$ cat src/rtl/mem_stage_pkg.sv
// rtl/mem_stage_pkg.sv - shared encodings, FSM state type and lane helpers for the MEM stage
//
// Purpose: store/load control encodings, byte-enable constants, the access FSM
//          state type and the misalignment predicate used by mem_access_stage.
// Ports:   none (package).
package mem_stage_pkg;

    // Store size (SControlIn); 2'b11 is reserved and handled as a word.
    localparam logic [1:0] SC_WORD = 2'b00;
    localparam logic [1:0] SC_HALF = 2'b01;
    localparam logic [1:0] SC_BYTE = 2'b10;
    localparam logic [1:0] SC_RSVD = 2'b11;

    // Load type (LControlIn).
    localparam logic [1:0] LC_LW  = 2'b00;
    localparam logic [1:0] LC_LH  = 2'b01;
    localparam logic [1:0] LC_LB  = 2'b10;
    localparam logic [1:0] LC_LBU = 2'b11;

    // Byte-enable patterns, bit i = byte lane i.
    localparam logic [3:0] BE_ALL     = 4'b1111;
    localparam logic [3:0] BE_LO_HALF = 4'b0011;
    localparam logic [3:0] BE_HI_HALF = 4'b1100;
    localparam logic [3:0] BE_BYTE0   = 4'b0001;

    typedef enum logic [1:0] {
        IDLE = 2'b00,
        BUSY = 2'b01,
        DONE = 2'b10
    } memState_t;

    // Half accesses need a[0]==0, word accesses need a[1:0]==0; bytes never trap.
    function automatic logic isMisaligned(
        input logic       isWrite,
        input logic [1:0] sCtl,
        input logic [1:0] lCtl,
        input logic [1:0] a
    );
        logic half;
        logic word;
        half = isWrite ? (sCtl == SC_HALF) : (lCtl == LC_LH);
        word = isWrite ? ((sCtl == SC_WORD) || (sCtl == SC_RSVD)) : (lCtl == LC_LW);
        return (half && a[0]) || (word && (a != 2'b00));
    endfunction

endpackage

$ cat src/rtl/load_align_extend.sv
// rtl/load_align_extend.sv - combinational load lane extraction and sign/zero extension
//
// Purpose: picks the addressed byte/half out of a little-endian read word and
//          extends it to 32 bits according to the load type.
// Ports:
//   RData    in  32  raw word returned by data memory
//   ByteOff  in  2   byte offset of the load address (a[1:0])
//   LControl in  2   load type: LW, LH (sign), LB (sign), LBU (zero)
//   Result   out 32  aligned/extended load value
module load_align_extend
    import mem_stage_pkg::*;
(
    input  logic [31:0] RData,
    input  logic [1:0]  ByteOff,
    input  logic [1:0]  LControl,
    output logic [31:0] Result
);

    logic [7:0]  byteSel;
    logic [15:0] halfSel;

    always_comb begin
        byteSel = RData[7:0];
        case (ByteOff)
            2'd1:    byteSel = RData[15:8];
            2'd2:    byteSel = RData[23:16];
            2'd3:    byteSel = RData[31:24];
            default: byteSel = RData[7:0];
        endcase
        // a[0] is ignored for halves: forced alignment when not trapping.
        halfSel = ByteOff[1] ? RData[31:16] : RData[15:0];
    end

    always_comb begin
        Result = RData;
        case (LControl)
            LC_LH:   Result = {{16{halfSel[15]}}, halfSel};
            LC_LB:   Result = {{24{byteSel[7]}}, byteSel};
            LC_LBU:  Result = {24'h000000, byteSel};
            default: Result = RData;
        endcase
    end

endmodule

$ cat src/rtl/mem_access_stage.sv
// rtl/mem_access_stage.sv - MEM-stage data-memory access unit with req/ack handshake
//
// Purpose: converts EX/MEM load/store controls into one req/ack transaction,
//          steers store lanes, aligns/extends loads, stalls the pipeline until
//          the access completes and aborts after ACK_TIMEOUT busy cycles.
// Optional feature: MEM_MISALIGN_TRAP_EN (misaligned half/word accesses trap
//          instead of being force-aligned).
// Ports:
//   Clk, Rst_n               clock (rising edge), async active-low reset
//   ALUResultIn, BIn         byte address and store data from EX/MEM
//   MemReadIn, MemWriteIn    load / store request (write wins if both)
//   SControlIn, LControlIn   store size / load type
//   DMemReq/We/Addr/Be/WData data-memory request fields, held until ack
//   DMemRData, DMemAck       read data and one-cycle completion strobe
//   LoadDataOut, LoadValidOut aligned load result and its one-cycle update pulse
//   StallOut                 pipeline hold
//   BusErrOut                sticky ack-timeout flag
//   MisalignOut              one-cycle misalignment trap flag
module mem_access_stage
    import mem_stage_pkg::*;
#(
    parameter int ACK_TIMEOUT = 255
) (
    input  logic        Clk,
    input  logic        Rst_n,
    input  logic [31:0] ALUResultIn,
    input  logic [31:0] BIn,
    input  logic        MemReadIn,
    input  logic        MemWriteIn,
    input  logic [1:0]  SControlIn,
    input  logic [1:0]  LControlIn,
    output logic        DMemReq,
    output logic        DMemWe,
    output logic [31:0] DMemAddr,
    output logic [3:0]  DMemBe,
    output logic [31:0] DMemWData,
    input  logic [31:0] DMemRData,
    input  logic        DMemAck,
    output logic [31:0] LoadDataOut,
    output logic        LoadValidOut,
    output logic        StallOut,
    output logic        BusErrOut,
    output logic        MisalignOut
);

    localparam int CNT_W = $clog2(ACK_TIMEOUT + 1);

    memState_t        state;
    memState_t        stateNext;
    logic [CNT_W-1:0] ackCnt;
    logic [CNT_W-1:0] cntNext;
    logic             timeoutHit;

    logic             isWrite;
    logic             access;
    logic             misalign;
    logic [3:0]       storeBe;
    logic [31:0]      storeData;

    // Request context kept for aligning the returned read word.
    logic             reqIsRead;
    logic [1:0]       reqOff;
    logic [1:0]       reqLCtl;
    logic [31:0]      alignedLoad;

    assign isWrite    = MemWriteIn;
    assign access     = MemReadIn | MemWriteIn;
    assign cntNext    = ackCnt + 1'b1;
    assign timeoutHit = (cntNext == CNT_W'(ACK_TIMEOUT));

`ifdef MEM_MISALIGN_TRAP_EN
    assign misalign = isMisaligned(isWrite, SControlIn, LControlIn, ALUResultIn[1:0]);

    always_ff @(posedge Clk or negedge Rst_n) begin
        if (!Rst_n) begin
            MisalignOut <= 1'b0;
        end else begin
            MisalignOut <= (state == IDLE) && access && misalign;
        end
    end
`else
    assign misalign    = 1'b0;
    assign MisalignOut = 1'b0;
`endif

    // Store lane steering: replicate the datum so any lane selected by Be holds it.
    always_comb begin
        storeBe   = BE_ALL;
        storeData = BIn;
        case (SControlIn)
            SC_BYTE: begin
                storeBe   = BE_BYTE0 << ALUResultIn[1:0];
                storeData = {4{BIn[7:0]}};
            end
            SC_HALF: begin
                storeBe   = ALUResultIn[1] ? BE_HI_HALF : BE_LO_HALF;
                storeData = {2{BIn[15:0]}};
            end
            default: begin
                storeBe   = BE_ALL;
                storeData = BIn;
            end
        endcase
    end

    load_align_extend uLoadAlign (
        .RData    (DMemRData),
        .ByteOff  (reqOff),
        .LControl (reqLCtl),
        .Result   (alignedLoad)
    );

    always_comb begin
        stateNext = state;
        StallOut  = 1'b0;
        case (state)
            IDLE: begin
                if (access) begin
                    StallOut  = 1'b1;
                    stateNext = misalign ? DONE : BUSY;
                end
            end
            BUSY: begin
                StallOut = 1'b1;
                if (DMemAck || timeoutHit) begin
                    stateNext = DONE;
                end
            end
            DONE: begin
                stateNext = IDLE;
            end
            default: begin
                stateNext = IDLE;
            end
        endcase
        // An aborted access must not keep the pipeline frozen while reset is held.
        if (!Rst_n) begin
            StallOut = 1'b0;
        end
    end

    always_ff @(posedge Clk or negedge Rst_n) begin
        if (!Rst_n) begin
            state        <= IDLE;
            ackCnt       <= '0;
            DMemReq      <= 1'b0;
            DMemWe       <= 1'b0;
            DMemAddr     <= '0;
            DMemBe       <= '0;
            DMemWData    <= '0;
            LoadDataOut  <= '0;
            LoadValidOut <= 1'b0;
            BusErrOut    <= 1'b0;
            reqIsRead    <= 1'b0;
            reqOff       <= '0;
            reqLCtl      <= '0;
        end else begin
            state        <= stateNext;
            LoadValidOut <= 1'b0;
            case (state)
                IDLE: begin
                    ackCnt <= '0;
                    if (access && !misalign) begin
                        DMemReq   <= 1'b1;
                        DMemWe    <= isWrite;
                        DMemAddr  <= {ALUResultIn[31:2], 2'b00};
                        DMemBe    <= isWrite ? storeBe : BE_ALL;
                        DMemWData <= isWrite ? storeData : 32'h0;
                        reqIsRead <= ~isWrite;
                        reqOff    <= ALUResultIn[1:0];
                        reqLCtl   <= LControlIn;
                    end
                end
                BUSY: begin
                    ackCnt <= cntNext;
                    // An ack arriving on the timeout cycle still completes the access.
                    if (DMemAck) begin
                        DMemReq <= 1'b0;
                        if (reqIsRead) begin
                            LoadDataOut  <= alignedLoad;
                            LoadValidOut <= 1'b1;
                        end
                    end else if (timeoutHit) begin
                        DMemReq   <= 1'b0;
                        BusErrOut <= 1'b1;
                    end
                end
                default: begin
                    ackCnt <= '0;
                end
            endcase
        end
    end

endmodule

$ cat config.mk
export PLATFORM = sky130hd
export DESIGN_NAME = mem_access_stage
export DESIGN_NICKNAME = d
export VERILOG_FILES = /design/src/rtl/mem_stage_pkg.sv /design/src/rtl/load_align_extend.sv /design/src/rtl/mem_access_stage.sv
export SDC_FILE = /design/constraint.sdc
export NUM_CORES = 1
export LEC_CHECK = 0
export CORE_MARGIN = 3
export CORE_UTILIZATION = 25
export DETAILED_ROUTE_END_ITERATION = 16
export PLACE_DENSITY = 0.47
export SLEW_MARGIN = 20
export SYNTH_ARGS = -nofsm -noshare
export SYNTH_HDL_FRONTEND = slang
export SYNTH_HIERARCHICAL = 1
export SYNTH_SLANG_ARGS = --single-unit
$ cat constraint.sdc
create_clock -name Clk -period 2.7 [get_ports Clk]
set_input_delay 0.27 -clock Clk [delete_from_list [all_inputs] [get_ports Clk]]
set_output_delay 0.27 -clock Clk [all_outputs]
set_load 0.005 [all_outputs]
==> results of run 1 <==
==> layout make-up <==
| type | instances | area, um2 | area share, % |
|---|---|---|---|
| clock inverters | 9 | 150.1 | 1.742 |
| well taps | 280 | 350.3 | 4.065 |
| flip-flops and latches | 117 | 2928 | 33.97 |
| inverters | 5 | 18.77 | 0.2178 |
| repair buffers | 217 | 2170 | 25.17 |
| multi-input cells | 465 | 2534 | 29.40 |
| clock buffers | 23 | 467.9 | 5.430 |
==> layer usage <==
layer | vias up | wire length (um) | global-route usage, %
li1 | 2490 | - | -
met5 | - | 27 | 0
met3 | 33 | 1969 | 7.011
met4 | 4 | 289 | 5.002
met2 | 225 | 8188 | 22.96
met1 | 2499 | 8721 | 20.62
==> through the flow <==
step                      hold slack (ps)  area [um2]  utilization (%)  cells
after global routing                34.36        8618            39.01   1116
after global placement              458.4        8000            36.21   1084
after floorplan                    -25.59        5702                -    628
final                              -67.72        8618            39.01   1116
after CTS                           23.98        8618            39.01   1116
after detailed placement            463.8        8000            36.21   1084
==> worst paths after layout <==
kind | endpoint | slack [ps]
max reg2reg | LoadDataOut[3]$_DFFE_PN0P_ | 700
max | LoadDataOut[3]$_DFFE_PN0P_ | 700
min in group Clk | reqLCtl[1]$_DFFE_PN0P_ | 380
min reg2reg | DMemAddr[25]$_DFFE_PN0P_ | 480
max in group asynchronous | DMemAddr[31]$_DFFE_PN0P_ | 2180
min | ackCnt[5]$_DFF_PN0_ | -70
==> power breakdown <==
part	switching, mW	internal [mW]	total [mW]
Sequential	0.571	2.51	3.08
Clock	0.807	1.59	2.40
Combinational	1.79	2.12	3.90
==> cells in the mapped netlist (2+ instances only) <==
cell	n
o21ai_1	8
and3_1	9
nand2_1	235
nor2b_1	3
inv_1	5
nor2_1	26
xnor2_1	2
a22o_1	24
clkbuf_2	2
nand3_1	19
buf_4	4
mux2i_1	21
a211oi_1	8
ha_1	4
o21a_1	2
nor3_1	3
buf_1	3
buf_6	7
nand2_2	2
mux2_4	2
buf_2	8
a21oi_1	13
xor2_1	4
dfrtp_1	117
nor3b_1	10
o21ai_0	10
and2_1	3
clkbuf_1	17
a221oi_1	15
nand2b_1	18
==> sequential cells by signal, indices dropped and copies added, names as in the netlist <==
| signal | flops |
|---|---|
| DMemWData | 32 |
| LoadDataOut | 32 |
| DMemAddr | 30 |
| ackCnt | 8 |
| DMemBe | 4 |
| reqLCtl | 2 |
| reqOff | 2 |
| state | 2 |
| BusErrOut | 1 |
| DMemReq | 1 |
| DMemWe | 1 |
| LoadValidOut | 1 |
| reqIsRead | 1 |
==> kinds of logic (layout without fill, tap and decap cells) <==
kind of cell | count (synthesis) | after routing | share of synthesized area [%]
buffers and inverters | 46 | 254 | 4.439
AOI/OAI and AO/OA | 91 | 91 | 12.06
and+or+nand+nor | 338 | 338 | 25.99
xor gates and xnor gates | 6 | 6 | 0.9229
muxes | 23 | 23 | 4.219
adders and majority gates | 4 | 4 | 0.8790
DFF | 117 | 117 | 51.42
other | 1 | 3 | 0.06586
==> parameters.txt, run 1 <==
Parameter                              Value

Run status
  Status    finished with violations
  Violated checks    negative hold slack

Floorplanning
  Area of the core    22,090 um2
  Chip width    156.9 um
  Die H    156.9 um
  I/O pin total    211
  Num rows    54
  Initial Util    25.77%
  Total die area    24,620 um2

Detailed routing
  Antenna-violating nets left    0
  Avg WL per Cell    17.20 um
  Post-detailed-route via-to-cell ratio    4.705
  Drc violations    0
  Via Count    5,251
  Number of design-rule violations left by the first detailed-router iteration    270
  Wire length after detailed routing    19.20 mm
  DR pass1 iterations    4

STA
  Count of pins over their slew limit    0
  Final setup violation count    0
  Setup TNS    0 ps
  Fin crit period    1998 ps
  Worst setup margin    702.5 ps
  Transition time of the tightest slew-check pin    776.3 ps
  RSZ-0062 raised after global routing    false
  FMAX    500.6 MHz
  Final worst clock skew    7.865 ps
  Remaining max-slew budget at the tightest pin    48.25%
  Final-layout worst hold slack    -67.72 ps
  Number of hold-slack violations in the final timing report    17
  Period utilisation layout    73.98%

Setup path
  Depth of the critical timing path with buffers and inverters included    5
  Crit Reg-Reg Startpoint    reqLCtl[0]$_DFFE_PN0P_
  CP Launch Point    reqLCtl[0]$_DFFE_PN0P_
  Slowest cell on the critical path    dfrtp_1
  CP top delay family    simple AND/OR/NAND/NOR gates
  Type of the worst setup path    reg2reg
  CP Data Required Time    3000 ps
  Cells traversed along the worst timing path    nand2_1, a211oi_1, a221oi_1, nand2_1, nand2_1
  Worst setup EP type    flip-flop
  Delay of the slowest cell on the worst path    640 ps
  Arrival @ worst endpoint    2300 ps
  Worst setup SP type    flip-flop
  Maximum fanout encountered on the critical timing path    15
  Combined buffer and inverter count along the critical path    0
  Number of cell instances on the worst register-to-register path    5
  Most common cell type on the critical path    nand2_1

Logic synthesis
  Total standard cell area after synthesis    5694 um2
  Synth Register Bits    117
  Share of the synthesized area in the top cell type    51.42%
  Post-synth ARST share    100.0%
  Number of enable flip-flop cells after synthesis    0
  Leading cell types by total area after synthesis    dfrtp_1, nand2_1, mux2i_1, a22o_1, a221oi_1
  Flip-flop cell with the highest count after synthesis    dfrtp_1
  Cell type contributing the most total cell area after synthesis    dfrtp_1
  Instance count of the mapped netlist    626
  Post-synthesis cell type count    52
  Sequential share of the synthesized area    51.42%
  Count of synthesis-stage warnings from yosys    6
  Avg Synthesized Cell Area    9.096 um2

Cells and area
  Filler cell count in the final layout    2,199
  Antenna cell count    0
  Commonest non-fill, non-tap cell in the layout    nand2_1
  Final Net Count    932
  Commonest cells after routing, fill and taps aside    nand2_1, clkdlybuf4s50_1, dfrtp_1, nor2_1, a22o_1
  Area grow syn2layout    51.35%
  Proportion of layout cells with a drive suffix above 1    6.579%

GRT
  Total gr overflow    0
  Number of antenna violations at the first check in global routing    2
  Vias in the first global route    5,479
  Global-route wire length before repair    29.94 mm
  Maximum number of pins on one net before global-route repair    118
  Total Routing Usage GR    15.63%

Clocking
  Post-CTS clock slew at the launch and capture registers of the worst setup and hold paths    50 ps
  Maximum level of the CTS H-tree    4
  Clock latency on the worst-skew pair    420 ps
  Cells resized by post-CTS repair    0
  Post-CTS setup repair buffer count    0
  Root Buffer Master    clkbuf_16
  Hold-fix buffers, CTS    0
  Clock tree from TritonCTS    yes
  Maximum buffer depth of the clock tree    2
  CTS sink cnt    117
  Total clock buffers created by CTS    17

Placement
  Worst setup timing slack at the placement stage    450.8 ps
  Port buffer count    207
  Gpl congestion    0.8584
  HPWL after detailed placement    13.45 mm

Power
  Reported leakage power    3.978 nW
  Sum of internal, switching and leakage power    9.378 mW
  Worst IR drop on VDD    0.4652 mV
  Power density over cell area    1088 nW/um2

Hold path
  Hold WC Path Type    in2async

Job
  Total of max-cap violations    0
(Power assumes the default switching activity.)
==> inputs of run 2 (changes only) <==
==> constraint.sdc (replaced) <==
create_clock -name Clk -period 2 [get_ports Clk]
set_input_delay 0.2 -clock Clk [delete_from_list [all_inputs] [get_ports Clk]]
set_output_delay 0.2 -clock Clk [all_outputs]
set_load 0.005 [all_outputs]
==> run 2 against run 1 <==
The run now ends clean; non-clock buffer count is 8 higher; sequential share of layout area is 0.25 points lower; sequential cell count unchanged; clock skew grew 0.53 ps; worst setup slack worse by 600 ps; clock-buffer cell count decreased by 1; worst hold slack improved by 380 ps; total power up 34%; register-to-register slack got worse by 470 ps; critical path type is now reg2out; critical endpoint is now StallOut.
==> parameters.txt, run 2 (synthesis gave the netlist of run 1 again) <==
Parameter                              Value

Setup path
  Type of the worst setup path    reg2out
  CP Data Required Time    1800 ps
  Slowest cell on the critical path    clkdlybuf4s50_1
  Cells traversed along the worst timing path    o311a_1, clkdlybuf4s50_1
  Maximum fanout encountered on the critical timing path    4
  Arrival @ worst endpoint    1690 ps
  Worst setup EP type    primary output
  Delay of the slowest cell on the worst path    500 ps
  Worst setup SP type    flip-flop

STA
  Remaining max-slew budget at the tightest pin    55.71%
  RSZ-0062 raised after global routing    false
  Fin crit period    1894 ps
  Count of pins over their slew limit    0
  Final worst clock skew    8.399 ps
  Transition time of the tightest slew-check pin    664.3 ps
  Setup TNS    0 ps
  Final setup violation count    0
  FMAX    528.1 MHz
  Number of hold-slack violations in the final timing report    0
  Worst setup margin    106.5 ps
  Period utilisation layout    94.68%

Clocking
  Maximum level of the CTS H-tree    4
  Cells resized by post-CTS repair    0
  Root Buffer Master    clkbuf_16
  Clock tree from TritonCTS    yes
  CTS sink cnt    117
  Total clock buffers created by CTS    17
  Post-CTS setup repair buffer count    0
  Clock latency on the worst-skew pair    420 ps
  Post-CTS clock slew at the launch and capture registers of the worst setup and hold paths    50 ps
  Maximum buffer depth of the clock tree    2

Detailed routing
  Antenna-violating nets left    0
  Drc violations    0
  Via Count    5,222
  Post-detailed-route via-to-cell ratio    4.642
  Avg WL per Cell    16.84 um
  Number of design-rule violations left by the first detailed-router iteration    263
  Wire length after detailed routing    18.94 mm
  DR pass1 iterations    5

GRT
  Global-route wire length before repair    30.01 mm
  Vias in the first global route    5,399
  Number of antenna violations at the first check in global routing    2
  Maximum number of pins on one net before global-route repair    118
  Total gr overflow    0
  Total Routing Usage GR    15.68%

Floorplanning
  Chip width    156.9 um
  Area of the core    22,090 um2
  Num rows    54
  Initial Util    25.77%
  Total die area    24,620 um2
  Die H    156.9 um
  I/O pin total    211

Cells and area
  Largest regs    DMemWData x32, LoadDataOut x32, DMemAddr x30
  Final Net Count    940
  Filler cell count in the final layout    2,177
  Proportion of layout cells with a drive suffix above 1    7.473%
  Commonest non-fill, non-tap cell in the layout    nand2_1
  Area grow syn2layout    52.47%
  Commonest cells after routing, fill and taps aside    nand2_1, clkdlybuf4s50_1, dfrtp_1, nor2_1, a22o_1

Job
  Total of max-cap violations    0

Power
  Reported leakage power    4.010 nW
  Worst IR drop on VDD    0.5864 mV
  Power density over cell area    1444 nW/um2
  Sum of internal, switching and leakage power    12.54 mW

Hold path
  Hold WC Path Type    in2reg

Placement
  Gpl congestion    0.8320
  HPWL after detailed placement    13.65 mm
  Port buffer count    207
  Worst setup timing slack at the placement stage    57.72 ps

Run status
  Status    finished clean
-- run 2: cell types whose count changed in the layout (fill, tap and decap cells not counted), sizes merged --
cell         delta
clkbuf          -1
dlygate4sd3     +1
clkinvlp        +1
diode           +2
clkinv          +1
buf             +7
bufinv          -2
-- run 2: cell type report --
| cell class | count | area (um2) | share of cell area [%] |
|---|---|---|---|
| clock buffer | 22 | 474.2 | 5.462 |
| multi-input combinational | 465 | 2534 | 29.18 |
| tap | 280 | 350.3 | 4.035 |
| timing repair buffer | 225 | 2270 | 26.14 |
| antenna | 2 | 5.005 | 0.05765 |
| clock inverter | 9 | 102.6 | 1.182 |
| sequential | 117 | 2928 | 33.72 |
| inverter | 5 | 18.77 | 0.2162 |
-- run 2: what timing repair did --
item                                    4_1_cts  5_1_grt
endpoints found under the setup margin        0        0
hold endpoints to repair                    117        0
hold buffers                                  1        0
-- run 2: path summary, 6_finish.rpt --
path                                            end                startpoint  slack [ps]  depth (start not counted)
max in group asynchronous   DMemAddr[6]$_DFFE_PN0P_                     Rst_n        1040                          3
min                         DMemAddr[2]$_DFFE_PN0P_            ALUResultIn[2]         310                          3
max                                        StallOut      state[0]$_DFFE_PN0P_         110                          2
min in group asynchronous  DMemAddr[30]$_DFFE_PN0P_                     Rst_n         420                          3
min reg2reg                DMemAddr[20]$_DFFE_PN0P_  DMemAddr[20]$_DFFE_PN0P_         470                          2
max reg2reg                    state[0]$_DFFE_PN0P_       ackCnt[0]$_DFF_PN0_         230                          7
-- run 2: through the flow --
| stage | std cells | hold slack [ps] | utilization, % | area, um2 |
|---|---|---|---|---|
| after global placement | 1091 | 406.3 | 36.62 | 8090 |
| final | 1125 | 312.2 | 39.30 | 8682 |
| after CTS | 1123 | 285.6 | 39.27 | 8677 |
| after floorplan | 628 | -95.59 | - | 5702 |
| after global routing | 1123 | 307.6 | 39.27 | 8677 |
| after detailed placement | 1091 | 411.6 | 36.62 | 8090 |
-- run 2: routing by layer --
metal  up-vias  wire (um)  global-route usage, %  share of wire (%)
met5         -         27                      0               0.14
met4         4        291                  5.085                1.5
met3        28       2005                  6.874                 11
met2       204       8102                  22.83                 43
met1      2473       8518                  20.91                 45
li1       2513          -                      -                  -
-- run 2: critical path: cells and delay by family (launching register included) --
family | cells | cell delay, ps
buf+inv | 1 | 500
flops | 1 | 410
compound gates | 1 | 370
-- run 2: where the power goes --
part           internal (mW)  switching [mW]  leakage (nW)
combinational           2.96            2.47          2.25
clock                   1.91            1.10         0.278
sequential              3.39           0.705          1.48
